==> config.mk <==
export PLATFORM = sky130hd
export DESIGN_NAME = rvfi_liveness_check
export DESIGN_NICKNAME = d
export VERILOG_FILES = /design/src/rtl/rvfi_check_pkg.sv /design/src/rtl/rvfi_popcount.sv /design/src/rtl/rvfi_liveness_check.sv
export SDC_FILE = /design/constraint.sdc
export NUM_CORES = 1
export LEC_CHECK = 0
export ABC_AREA = 0
export BUFFER_PORTS_ARGS = -buffer_cell sky130_fd_sc_hd__buf_2
export CAP_MARGIN = 20
export CORE_UTILIZATION = 36
export CTS_CLUSTER_SIZE = 16
export DETAILED_ROUTE_END_ITERATION = 10
export PLACE_DENSITY = 0.7
export SLEW_MARGIN = 40
export SYNTH_ARGS = -nofsm -noshare
export SYNTH_HDL_FRONTEND = slang
export SYNTH_SLANG_ARGS = --single-unit
==> constraint.sdc <==
create_clock -name clock -period 1.8 [get_ports clock]
set_clock_uncertainty 0.1 [all_clocks]
set_input_delay 0.36 -clock clock [delete_from_list [all_inputs] [get_ports clock]]
set_output_delay 0.36 -clock clock [all_outputs]
set_load 0.02 [all_outputs]
==> src/rtl/rvfi_check_pkg.sv <==
`default_nettype none
// ============================================================================
// rvfi_check_pkg : shared types and helpers for the rvfi_*_check blocks
// Revision: 1.0
// ============================================================================
package rvfi_check_pkg;

  typedef enum logic [1:0] {
    IDLE  = 2'd0,
    ARMED = 2'd1,
    SLEEP = 2'd2,
    FAIL  = 2'd3
  } state_t;

  localparam logic [31:0] RVFI_INSN_WFI = 32'h10500073;

  function automatic logic is_wfi(input logic [31:0] insn);
    return insn == RVFI_INSN_WFI;
  endfunction

endpackage
`default_nettype wire

==> src/rtl/rvfi_popcount.sv <==
`default_nettype none
// ============================================================================
// rvfi_popcount : number of set bits in an NRET-wide retire strobe vector
// Revision: 1.0
// ============================================================================
module rvfi_popcount #(
  parameter int NRET = 1,
  parameter int CW   = $clog2(NRET + 1)
) (
  input  logic [NRET-1:0] bits,
  output logic [CW-1:0]   count
);

  if (NRET < 1) begin : g_bad_nret
    $error("rvfi_popcount: NRET must be >= 1");
  end

  always_comb begin
    count = '0;
    for (int i = 0; i < NRET; i++) begin
      count = count + CW'(bits[i]);
    end
  end

endmodule
`default_nettype wire

==> src/rtl/rvfi_liveness_check.sv <==
`default_nettype none
// ============================================================================
// rvfi_liveness_check : bounded-gap retirement liveness checker with WFI sleep
// Revision: 1.0
// ============================================================================
module rvfi_liveness_check
  import rvfi_check_pkg::*;
#(
  parameter int NRET      = 1,
  parameter int ILEN      = 32,
  parameter int MAX_GAP   = 16,
  parameter int MIN_RET   = 1,
  parameter int WFI_SLEEP = 1,
  parameter int CNT_W     = $clog2(MAX_GAP + 2),
  parameter int RET_W     = $clog2(MIN_RET + 1) + 1
) (
  input  logic                 clock,
  input  logic                 reset,
  input  logic                 trig,
  input  logic                 check,
  input  logic [NRET-1:0]      rvfi_valid,
  input  logic [NRET-1:0]      rvfi_halt,
  input  logic [NRET-1:0]      rvfi_intr,
  input  logic [NRET*ILEN-1:0] rvfi_insn,
  output logic                 okay,
  output logic [1:0]           state,
  output logic [CNT_W-1:0]     gap_cnt,
  output logic [RET_W-1:0]     ret_cnt
);

  localparam int c_pop_w = $clog2(NRET + 1);
  localparam int c_sum_w = ((RET_W > c_pop_w) ? RET_W : c_pop_w) + 1;

  if (MAX_GAP < 1) begin : g_bad_gap
    $error("rvfi_liveness_check: MAX_GAP must be >= 1");
  end
  if (NRET < 1) begin : g_bad_nret
    $error("rvfi_liveness_check: NRET must be >= 1");
  end

  state_t             r_state;
  logic [CNT_W-1:0]   r_gap_cnt;
  logic [RET_W-1:0]   r_ret_cnt;
  logic               r_okay;

  state_t             w_state_nxt;
  logic [CNT_W-1:0]   w_gap_nxt;
  logic [RET_W-1:0]   w_ret_nxt;
  logic [RET_W-1:0]   w_ret_sat;
  logic [c_sum_w-1:0] w_sum;
  logic [c_pop_w-1:0] w_nvalid;
  logic [NRET-1:0]    w_wfi_vec;
  logic               w_any_valid;
  logic               w_wfi_hit;
  logic               w_sleep_hit;

  rvfi_popcount #(
    .NRET (NRET),
    .CW   (c_pop_w)
  ) u_popcount (
    .bits  (rvfi_valid),
    .count (w_nvalid)
  );

  for (genvar c = 0; c < NRET; c++) begin : g_chan
    assign w_wfi_vec[c] = rvfi_valid[c] && is_wfi(32'(rvfi_insn[c*ILEN +: ILEN]));

`ifdef FORMAL
    always_comb begin
      if (!reset && rvfi_valid[c]) begin
        assume (!rvfi_halt[c]);
        if (WFI_SLEEP == 0) assume (!is_wfi(32'(rvfi_insn[c*ILEN +: ILEN])));
`ifdef RISCV_FORMAL_WAITINSN
        assume (!is_wfi(32'(rvfi_insn[c*ILEN +: ILEN])));
`endif
      end
    end
`endif
  end

  assign w_any_valid = |rvfi_valid;
  assign w_wfi_hit   = |w_wfi_vec;
  assign w_sleep_hit = (WFI_SLEEP != 0) && w_wfi_hit;

  // Sum is computed one bit wider than either operand so the clamp never sees a wrap.
  assign w_sum     = c_sum_w'(r_ret_cnt) + c_sum_w'(w_nvalid);
  assign w_ret_sat = (w_sum >= c_sum_w'(MIN_RET)) ? RET_W'(MIN_RET) : RET_W'(w_sum);

  always_comb begin
    w_state_nxt = r_state;
    w_gap_nxt   = r_gap_cnt;
    w_ret_nxt   = r_ret_cnt;
    case (r_state)
      IDLE: begin
        if (trig) begin
          w_state_nxt = ARMED;
          w_gap_nxt   = '0;
          w_ret_nxt   = '0;
        end
      end
      ARMED: begin
        if (w_any_valid) begin
          w_gap_nxt = '0;
          w_ret_nxt = w_ret_sat;
          if (w_sleep_hit) w_state_nxt = SLEEP;
        end else if (r_gap_cnt >= CNT_W'(MAX_GAP)) begin
          w_state_nxt = FAIL;
        end else begin
          w_gap_nxt = r_gap_cnt + CNT_W'(1);
        end
      end
      SLEEP: begin
        w_gap_nxt = '0;
        if (w_any_valid) begin
          w_ret_nxt = w_ret_sat;
          if (!w_sleep_hit) w_state_nxt = ARMED;
        end
      end
      default: begin
      end
    endcase
  end

  always_ff @(posedge clock) begin
    if (reset) begin
      r_state   <= IDLE;
      r_gap_cnt <= '0;
      r_ret_cnt <= '0;
      r_okay    <= 1'b0;
    end else begin
      r_state   <= w_state_nxt;
      r_gap_cnt <= w_gap_nxt;
      r_ret_cnt <= w_ret_nxt;
      r_okay    <= (w_ret_nxt >= RET_W'(MIN_RET)) && (w_state_nxt != FAIL);
    end
  end

  assign okay    = r_okay;
  assign state   = r_state;
  assign gap_cnt = r_gap_cnt;
  assign ret_cnt = r_ret_cnt;

`ifdef FORMAL
  always_comb begin
    if (!reset) begin
      if (check) assert (r_okay);
      assert (r_state != FAIL);
    end
  end
`else
  logic w_unused;
  assign w_unused = ^{check, rvfi_halt, rvfi_intr};
`endif

endmodule
`default_nettype wire
==> impl_metrics.ini, run 1 <==
[status]
status = completed

[synthesis]
syn_nets = 130
synth_top_cell_by_area = dfxtp_1
ys_ff_latch = 10
synthCells = 82
ys_seq_area_frac = 0.2783
yosys_warnings = 0
synth_area_um2 = 719.4
synth_enable_flop_cells = 0
synth_top_area_frac = 0.2783
ys_types = 36
postSynth.asyncResetShare = 0
synth_area_leaders = dfxtp_1, ha_1, inv_1
yosys-top-cells-count = dfxtp_1, inv_1, nor2_1
syn_avg_cell_area_um2 = 8.774
ys.flop_type = dfxtp_1

[critical_path]
worstSetupPathType = reg2reg
crit_fanout = 7
start_kind = register
cpMaxStageDelayCell = dfxtp_4
end_kind = register
path_cells = inv_2 -> ha_4 -> and2b_2 -> nor3_4 -> a21boi_2 -> o21bai_1 -> a32oi_1
cp_slowest_stage_delay_ps = 390
cp.arrival_ps = 1730
worstPathRequired_ps = 1830

[detailed_routing]
first_iter_violations = 19
drtPass1Iterations = 4
vias = 808
wl_per_cell_um = 11.90
drt_wl_total_mm = 1.916
drt-met1-wl_um = 820
drt.antenna.violating_nets = 0
wl_met2_mm = 1.009
met3_length_um = 60
drcViolationCount = 0
drt-vias-per-instance = 5.019
top_layer = met4

[cts]
numCtsBuffers = 3
h-tree-depth = 1
clockBufferDepth = 2
cts_sinks = 10
tritoncts = built
worstSkewPairLatency_ps = 260
path_clk_slew_ps = 70
clockRootBuffer = clkbuf_4

[global_routing]
grt-ovfl-total = 0
grt_pass1_wl_mm = 2.953
antenna_found_initial = 0
gr-usage-all-layers = 0.1908
grt_pass1_vias = 701
grt_max_degree = 11

[pwr]
p_int_uw = 424.8
power_density_nw_per_um2 = 524.2
p_sw_frac = 0.2589
combPwrFrac = 0.243
clockPowerShare = 0.347
seq_power_share = 0.410
p_leak_nw = 0.5571
power_uw = 573.2
vdd_drop_max_v = 0.0005723
p_sw_uw = 148.4

[sta]
relSlewSlack = 0.8291
slew_viol_final = 0
hold_viol_final = 0
rsz0062_at_grt = no
fin_ws_ps = 98.84
finalSetupViolCount = 0
worst_slew_pin_slew_ps = 252.8
final.min_clock_period_ps = 1701
timing.final.crit_share = 0.9451
fmax_ghz = 0.5878

[run]
drv_cap = 0

[cells_and_area]
layout.nets = 185
final_layout_size_suffix_gt1_frac = 0.5000
area_growth_pct = 52.00
nFillCells = 177
finish.utilization = 0.6069
diodes = 0

[floorplanning]
die_y_um = 46.71
rows = 15
die_width_um = 46.71
dieArea_um2 = 2181
start_util = 0.3993
io_pins = 49
core-area_um2 = 1802

[hold_path]
hold_class = in2reg

[placed_design]
io_buffers = 45
post-place-ws_ps = -88.40
post-dp-hpwl_mm = 1.515
gp_congestion = 0.7258
-- critical path, delay by kind of cell (launching register included) --
kind	cells	cell delay (ps)
flops	1	390
simple gates	2	390
compound gates	3	390
fa+ha+maj	1	230
buf+inv	1	60
-- metrics by stage --
stage / area [µm²] / setup TNS, ps / std cells / hold WS [ps]
after global routing: 1094 / 0 / 161 / 204.4
final: 1094 / 0 / 161 / 207.5
after global placement: 1008 / 0 / 156 / 407.3
after CTS: 1054 / 0 / 160 / 197.4
after floorplan: 721.9 / 0 / 82 / 331.6
after detailed placement: 1008 / -124.3 / 156 / 399.8
-- routing by layer --
metal,global-route usage,vias up
li1,-,411
met1,0.2220,378
met2,0.3444,15
met3,0.07059,4
met4,0.01714,0
met5,0,-
-- layout by cell type, fill, tap and decap left out, types with 2 or more instances in the layout --
cell and n:
and2b_2 3, buf_2 45, buf_4 5, clkbuf_4 3
dfxtp_1 8, ha_1 7, inv_1 9, nand4_1 3
nor2_1 10, nor3_4 2, nor4_1 3, nor4b_1 3
o21a_1 2, o21ai_0 2, xor2_1 2
-- power groups by stage --
stage | Combinational, mW | Sequential, mW | Clock, mW
detailed placement | 0.126 | 0.240 | 0
finish | 0.139 | 0.235 | 0.199
floorplan | 0.0544 | 0.246 | 0
global placement | 0.121 | 0.240 | 0
global route | 0.154 | 0.236 | 0.217
CTS | 0.128 | 0.234 | 0.207
-- registers in the layout, indices dropped and copies added (netlist names) --
signal and flops:
gap_cnt 5, ret_cnt 2, state 2, okay 1
-- area by class of cell --
| cell class | count | area (µm²) | area share |
|---|---|---|---|
| clock buffers | 4 | 36.28 | 0.03318 |
| inverters | 10 | 37.54 | 0.03432 |
| multi-input cells | 62 | 520.5 | 0.4760 |
| flip-flops and latches | 10 | 205.2 | 0.1876 |
| well taps | 25 | 31.28 | 0.02860 |
| repair buffers | 50 | 262.8 | 0.2403 |
-- cell families (layout without fill, tap and decap cells) --
group / count (synthesis) / after routing / synth area share
AOI/OAI and AO/OA: 16 / 16 / 0.1635
and+or+nand+nor: 34 / 34 / 0.3131
buffers and inverters: 10 / 64 / 0.05218
DFF: 10 / 10 / 0.2783
adders and majority gates: 9 / 9 / 0.1565
xor gates and xnor gates: 3 / 3 / 0.03653
-- what timing repair did --
item | in CTS | in global routing
pin swaps | 1 | 4
setup buffers | 0 | 1
hold buffers | 0 | 0
setup endpoints to repair | 3 | 5
gates resized for setup | 5 | 7
-- final timing paths --
path / from / to / slack, ps / cells past startpoint
max reg2reg: state[0] / okay / 100 / 7
min reg2reg: gap_cnt[4] / gap_cnt[4] / 400 / 2
max: state[0] / okay / 100 / 7
min: reset / gap_cnt[1] / 210 / 2
Note: power is estimated with default switching activity, not from simulation.
==> inputs of run 2 (changes only) <==
--- a/config.mk
+++ b/config.mk
@@ -12,6 +12,7 @@
 export CTS_CLUSTER_SIZE = 16
 export DETAILED_ROUTE_END_ITERATION = 10
 export PLACE_DENSITY = 0.7
+export RECOVER_POWER = 100
 export SLEW_MARGIN = 40
 export SYNTH_ARGS = -nofsm -noshare
 export SYNTH_HDL_FRONTEND = slang
==> run 2 against run 1 <==
Against the previous run:
- combinational power shrank 3%
- clock power about the same
- via count decreased by 0.50%
- highest routed layer unchanged
- largest cell class unchanged
- first-iteration DRC count grew 5.3%
- global-route usage is the same
- critical path depth did not move
- largest power group unchanged
==> impl_metrics.ini, run 2 (same netlist as run 1, synthesis figures left out) <==
[critical_path]
cp_slowest_stage_delay_ps = 390
path_cells = inv_2 -> ha_4 -> and2b_2 -> nor3_4 -> a21boi_1 -> o21bai_1 -> a32oi_1
cp.arrival_ps = 1740
start_kind = register
worstSetupPathType = reg2reg
crit_fanout = 7
cpMaxStageDelayCell = dfxtp_4
end_kind = register
worstPathRequired_ps = 1830

[detailed_routing]
wl_per_cell_um = 11.90
drt-vias-per-instance = 4.994
drtPass1Iterations = 4
vias = 804
drt.antenna.violating_nets = 0
first_iter_violations = 20
drcViolationCount = 0
drt_wl_total_mm = 1.916

[sta]
hold_viol_final = 0
timing.final.crit_share = 0.9497
relSlewSlack = 0.8297
final.min_clock_period_ps = 1709
rsz0062_at_grt = no
fin_hold_ws_ps = 207.8
slew_viol_final = 0
worst_slew_pin_slew_ps = 252.0
fin_tns_setup_ps = 0
fmax_ghz = 0.5850
finalSetupViolCount = 0

[cells_and_area]
diodes = 0
layout_commonest_cell = buf_2
area_growth_pct = 49.22
layout.nets = 185
largest_reg_flops = 5
final_layout_size_suffix_gt1_frac = 0.4118
final_cell_mix = buf_2, clkbuf_1, nor2_1, inv_1, dfxtp_1

[run]
drv_cap = 0

[floorplanning]
start_util = 0.3993
die_width_um = 46.71
die_y_um = 46.71
core-area_um2 = 1802
rows = 15
dieArea_um2 = 2181
io_pins = 49

[global_routing]
grt_pass1_vias = 701
gr-usage-all-layers = 0.1908
grt_pass1_wl_mm = 2.953
antenna_found_initial = 0
grt_max_degree = 11
grt-ovfl-total = 0

[cts]
clockBufferDepth = 2
tritoncts = built
cts_sinks = 10
numCtsBuffers = 3
h-tree-depth = 1
path_clk_slew_ps = 70
clockRootBuffer = clkbuf_4
worstSkewPairLatency_ps = 260
holdBufCountCts = 0

[pwr]
p_leak_nw = 0.5100
vdd_drop_max_v = 0.0005714
power_density_nw_per_um2 = 530.6

[hold_path]
hold_class = in2reg

[placed_design]
gp_congestion = 0.7258
io_buffers = 45
post-dp-hpwl_mm = 1.515

[status]
status = completed
==> run 2: where the power goes <==
| part | switching [mW] | total [mW] | internal [mW] |
|---|---|---|---|
| Clock | 0.0764 | 0.199 | 0.123 |
| Sequential | 0.00849 | 0.235 | 0.227 |
| Combinational | 0.0634 | 0.135 | 0.0717 |
==> run 2: worst max-delay path, delay by kind of cell (launching register included) <==
kind | cells | cell delay [ps]
compound gates | 3 | 430
buf+inv | 1 | 60
flops | 1 | 390
fa+ha+maj | 1 | 230
simple gates | 2 | 380
==> run 2: area by class of cell <==
class	instances	area, µm²
Sequential cell	10	205.2
Multi-Input combinational cell	62	516.7
Inverter	10	37.54
Clock buffer	4	36.28
Tap cell	25	31.28
Timing Repair Buffer	50	246.5
Fill cell	183	728.2
==> run 2: metal layers <==
metal,track usage,share of wire,up-vias,routed length (µm)
met1,0.2220,0.43,377,830
li1,-,-,410,-
met2,0.3444,0.52,13,1003
met3,0.07059,0.030,4,57
met5,0,0,-,0
met4,0.01714,0.013,0,25
==> run 2: worst paths after layout <==
path / from / end / slack (ps) / depth (start not counted)
worst max-delay path: state[0] / okay / 90 / 7
worst min-delay path: reset / gap_cnt[1] / 210 / 2
worst max register to register: state[0] / okay / 90 / 7
worst min register to register: gap_cnt[4] / gap_cnt[4] / 410 / 2
==> run 2: repair_timing <==
action / in CTS / in global routing
buffers inserted: 0 / 1
resized for setup: 5 / 7
pin swaps: 1 / 4
hold endpoints to repair: 0 / 0
setup endpoints to repair: 3 / 5
==> run 2: metrics by stage <==
stage | cell area (µm²) | power, mW | utilization | instances | setup slack [ps]
floorplan | 721.9 | 0.3002 | - | 82 | 36.46
global placement | 1008 | 0.3605 | 0.5597 | 156 | 44.17
detailed placement | 1008 | 0.3655 | 0.5597 | 156 | -88.40
CTS | 1054 | 0.5701 | 0.5847 | 160 | 18.52
global route | 1074 | 0.6031 | 0.5958 | 161 | 10.65
finish | 1074 | 0.5697 | 0.5958 | 161 | 90.51
==> inputs of run 3 (changes only) <==
--- a/config.mk
+++ b/config.mk
@@ -12,7 +12,6 @@
 export CTS_CLUSTER_SIZE = 16
 export DETAILED_ROUTE_END_ITERATION = 10
 export PLACE_DENSITY = 0.7
-export RECOVER_POWER = 100
 export SLEW_MARGIN = 40
 export SYNTH_ARGS = -nofsm -noshare
 export SYNTH_HDL_FRONTEND = slang
==> constraint.sdc (replaced) <==
create_clock -name clock -period 1.8 [get_ports clock]
set_clock_uncertainty 0.1 [all_clocks]
set_input_delay 0.09 -clock clock [delete_from_list [all_inputs] [get_ports clock]]
set_output_delay 0.09 -clock clock [all_outputs]
set_load 0.02 [all_outputs]
==> run 3 against run 2 <==
Against the previous run:
- fmax decreased by 1.4%
- die area is the same
- combinational power is 7% higher
- first-iteration DRC count down 45%
- flip-flop and latch count is the same
- setup slack worse by 24 ps
- utilization rose by 1.8 points
- critical path depth is the same
==> impl_metrics.ini, run 3 (same netlist as run 1, synthesis figures left out) <==
[sta]
finalSetupViolCount = 0
slew_viol_final = 0
fmax_ghz = 0.5770
timing.final.crit_share = 0.9628
relSlewSlack = 0.8138
fin_tns_setup_ps = 0
fin_hold_ws_ps = 250.3
hold_viol_final = 0
fin_ws_ps = 67.00
final.min_clock_period_ps = 1733
worst_slew_pin_slew_ps = 275.4

[pwr]
p_leak_nw = 0.5705
power_density_nw_per_um2 = 526.1
vdd_drop_max_v = 0.0004569

[cells_and_area]
layout.nets = 188
largest_reg_flops = 5
final_cell_mix = buf_2, nor2_1, inv_1, ha_1, dfxtp_1
final_layout_size_suffix_gt1_frac = 0.4892
final_area_um2 = 1106
diodes = 0
area_growth_pct = 53.74
layout_commonest_cell = buf_2
finish.utilization = 0.6139

[critical_path]
end_kind = register
worstSetupPathType = reg2reg
path_cells = inv_2 -> ha_4 -> and2b_2 -> nor3_4 -> nand4_1 -> xor2_1 -> nor2_1
cp_slowest_stage_delay_ps = 390
cp.arrival_ps = 1840
start_kind = register
cpMaxStageDelayCell = dfxtp_4
regToRegSetupSlack_ps = 70
crit_fanout = 7
worstPathRequired_ps = 1900

[status]
status = completed

[detailed_routing]
drt-vias-per-instance = 5.104
drtPass1Iterations = 4
first_iter_violations = 11
vias = 837
wl_per_cell_um = 12.49
drt.antenna.violating_nets = 0
drt_wl_total_mm = 2.048
drcViolationCount = 0

[cts]
worstSkewPairLatency_ps = 270
tritoncts = built
clockBufferDepth = 2
path_clk_slew_ps = 70
numCtsBuffers = 3
h-tree-depth = 1
clockRootBuffer = clkbuf_4
cts_sinks = 10

[floorplanning]
die_y_um = 46.71
io_pins = 49
core-area_um2 = 1802
rows = 15
start_util = 0.3993
dieArea_um2 = 2181
die_width_um = 46.71

[global_routing]
antenna_found_initial = 0
grt_max_degree = 11
gr-usage-all-layers = 0.1954
grt_pass1_vias = 724
grt_pass1_wl_mm = 2.973
grt-ovfl-total = 0

[placed_design]
gp_congestion = 0.7207
post-dp-hpwl_mm = 1.590
io_buffers = 45
post-place-ws_ps = -35.13
dpl_cell_area_um2 = 1008

[run]
drv_cap = 0

[hold_path]
hold_class = in2reg
==> run 3: cell type report <==
cell class              instances  area [µm²]
clock buffers                   4       36.28
inverters                      10       37.54
well taps                      25       31.28
fillers                       173       695.7
flip-flops and latches         10       205.2
multi-input cells              62       508.0
repair buffers                 53       287.8
==> run 3: report_power, final <==
part / switching (mW) / internal, mW / leakage, nW / total, mW
combinational: 0.0652 / 0.0800 / 0.467 / 0.145
clock: 0.0781 / 0.123 / 0.0210 / 0.201
sequential: 0.00860 / 0.227 / 0.0822 / 0.236
==> run 3: routing by layer <==
| metal | track usage | share of wire | up-vias |
|---|---|---|---|
| li1 | - | - | 413 |
| met1 | 0.2214 | 0.41 | 398 |
| met2 | 0.3389 | 0.52 | 22 |
| met3 | 0.05882 | 0.049 | 4 |
| met4 | 0.08000 | 0.012 | 0 |
| met5 | 0 | 0 | - |
==> run 3: what timing repair did <==
action                     in CTS  in global routing
hold buffers                    1                  0
hold endpoints to repair        1                  0
gates resized for setup         2                  6
setup endpoints to repair       2                  7
buffers inserted                0                  3
cloned                          0                  0
pin swaps                       0                  3
==> run 3: critical path: cells and delay by family (launching register included) <==
family                   cells  cell delay, ps
AND/OR/NAND/NOR              4             780
flip-flops                   1             390
adder cells (fa/ha/maj)      1             160
XOR/XNOR                     1             160
buffers and inverters        1              70
==> run 3: per-stage QoR <==
stage / std cells / total power [mW]
after floorplan: 82 / 0.3002
final: 164 / 0.5819
after global placement: 156 / 0.3603
after detailed placement: 156 / 0.3664
after global routing: 164 / 0.6123
after CTS: 161 / 0.5723
==> run 3: final timing paths <==
kind,start,to,depth (start not counted)
worst max register to register,state[0],gap_cnt[3],7
worst min register to register,gap_cnt[4],gap_cnt[4],2
worst min-delay path,rvfi_valid,okay,4
worst max-delay path,state[0],gap_cnt[3],7
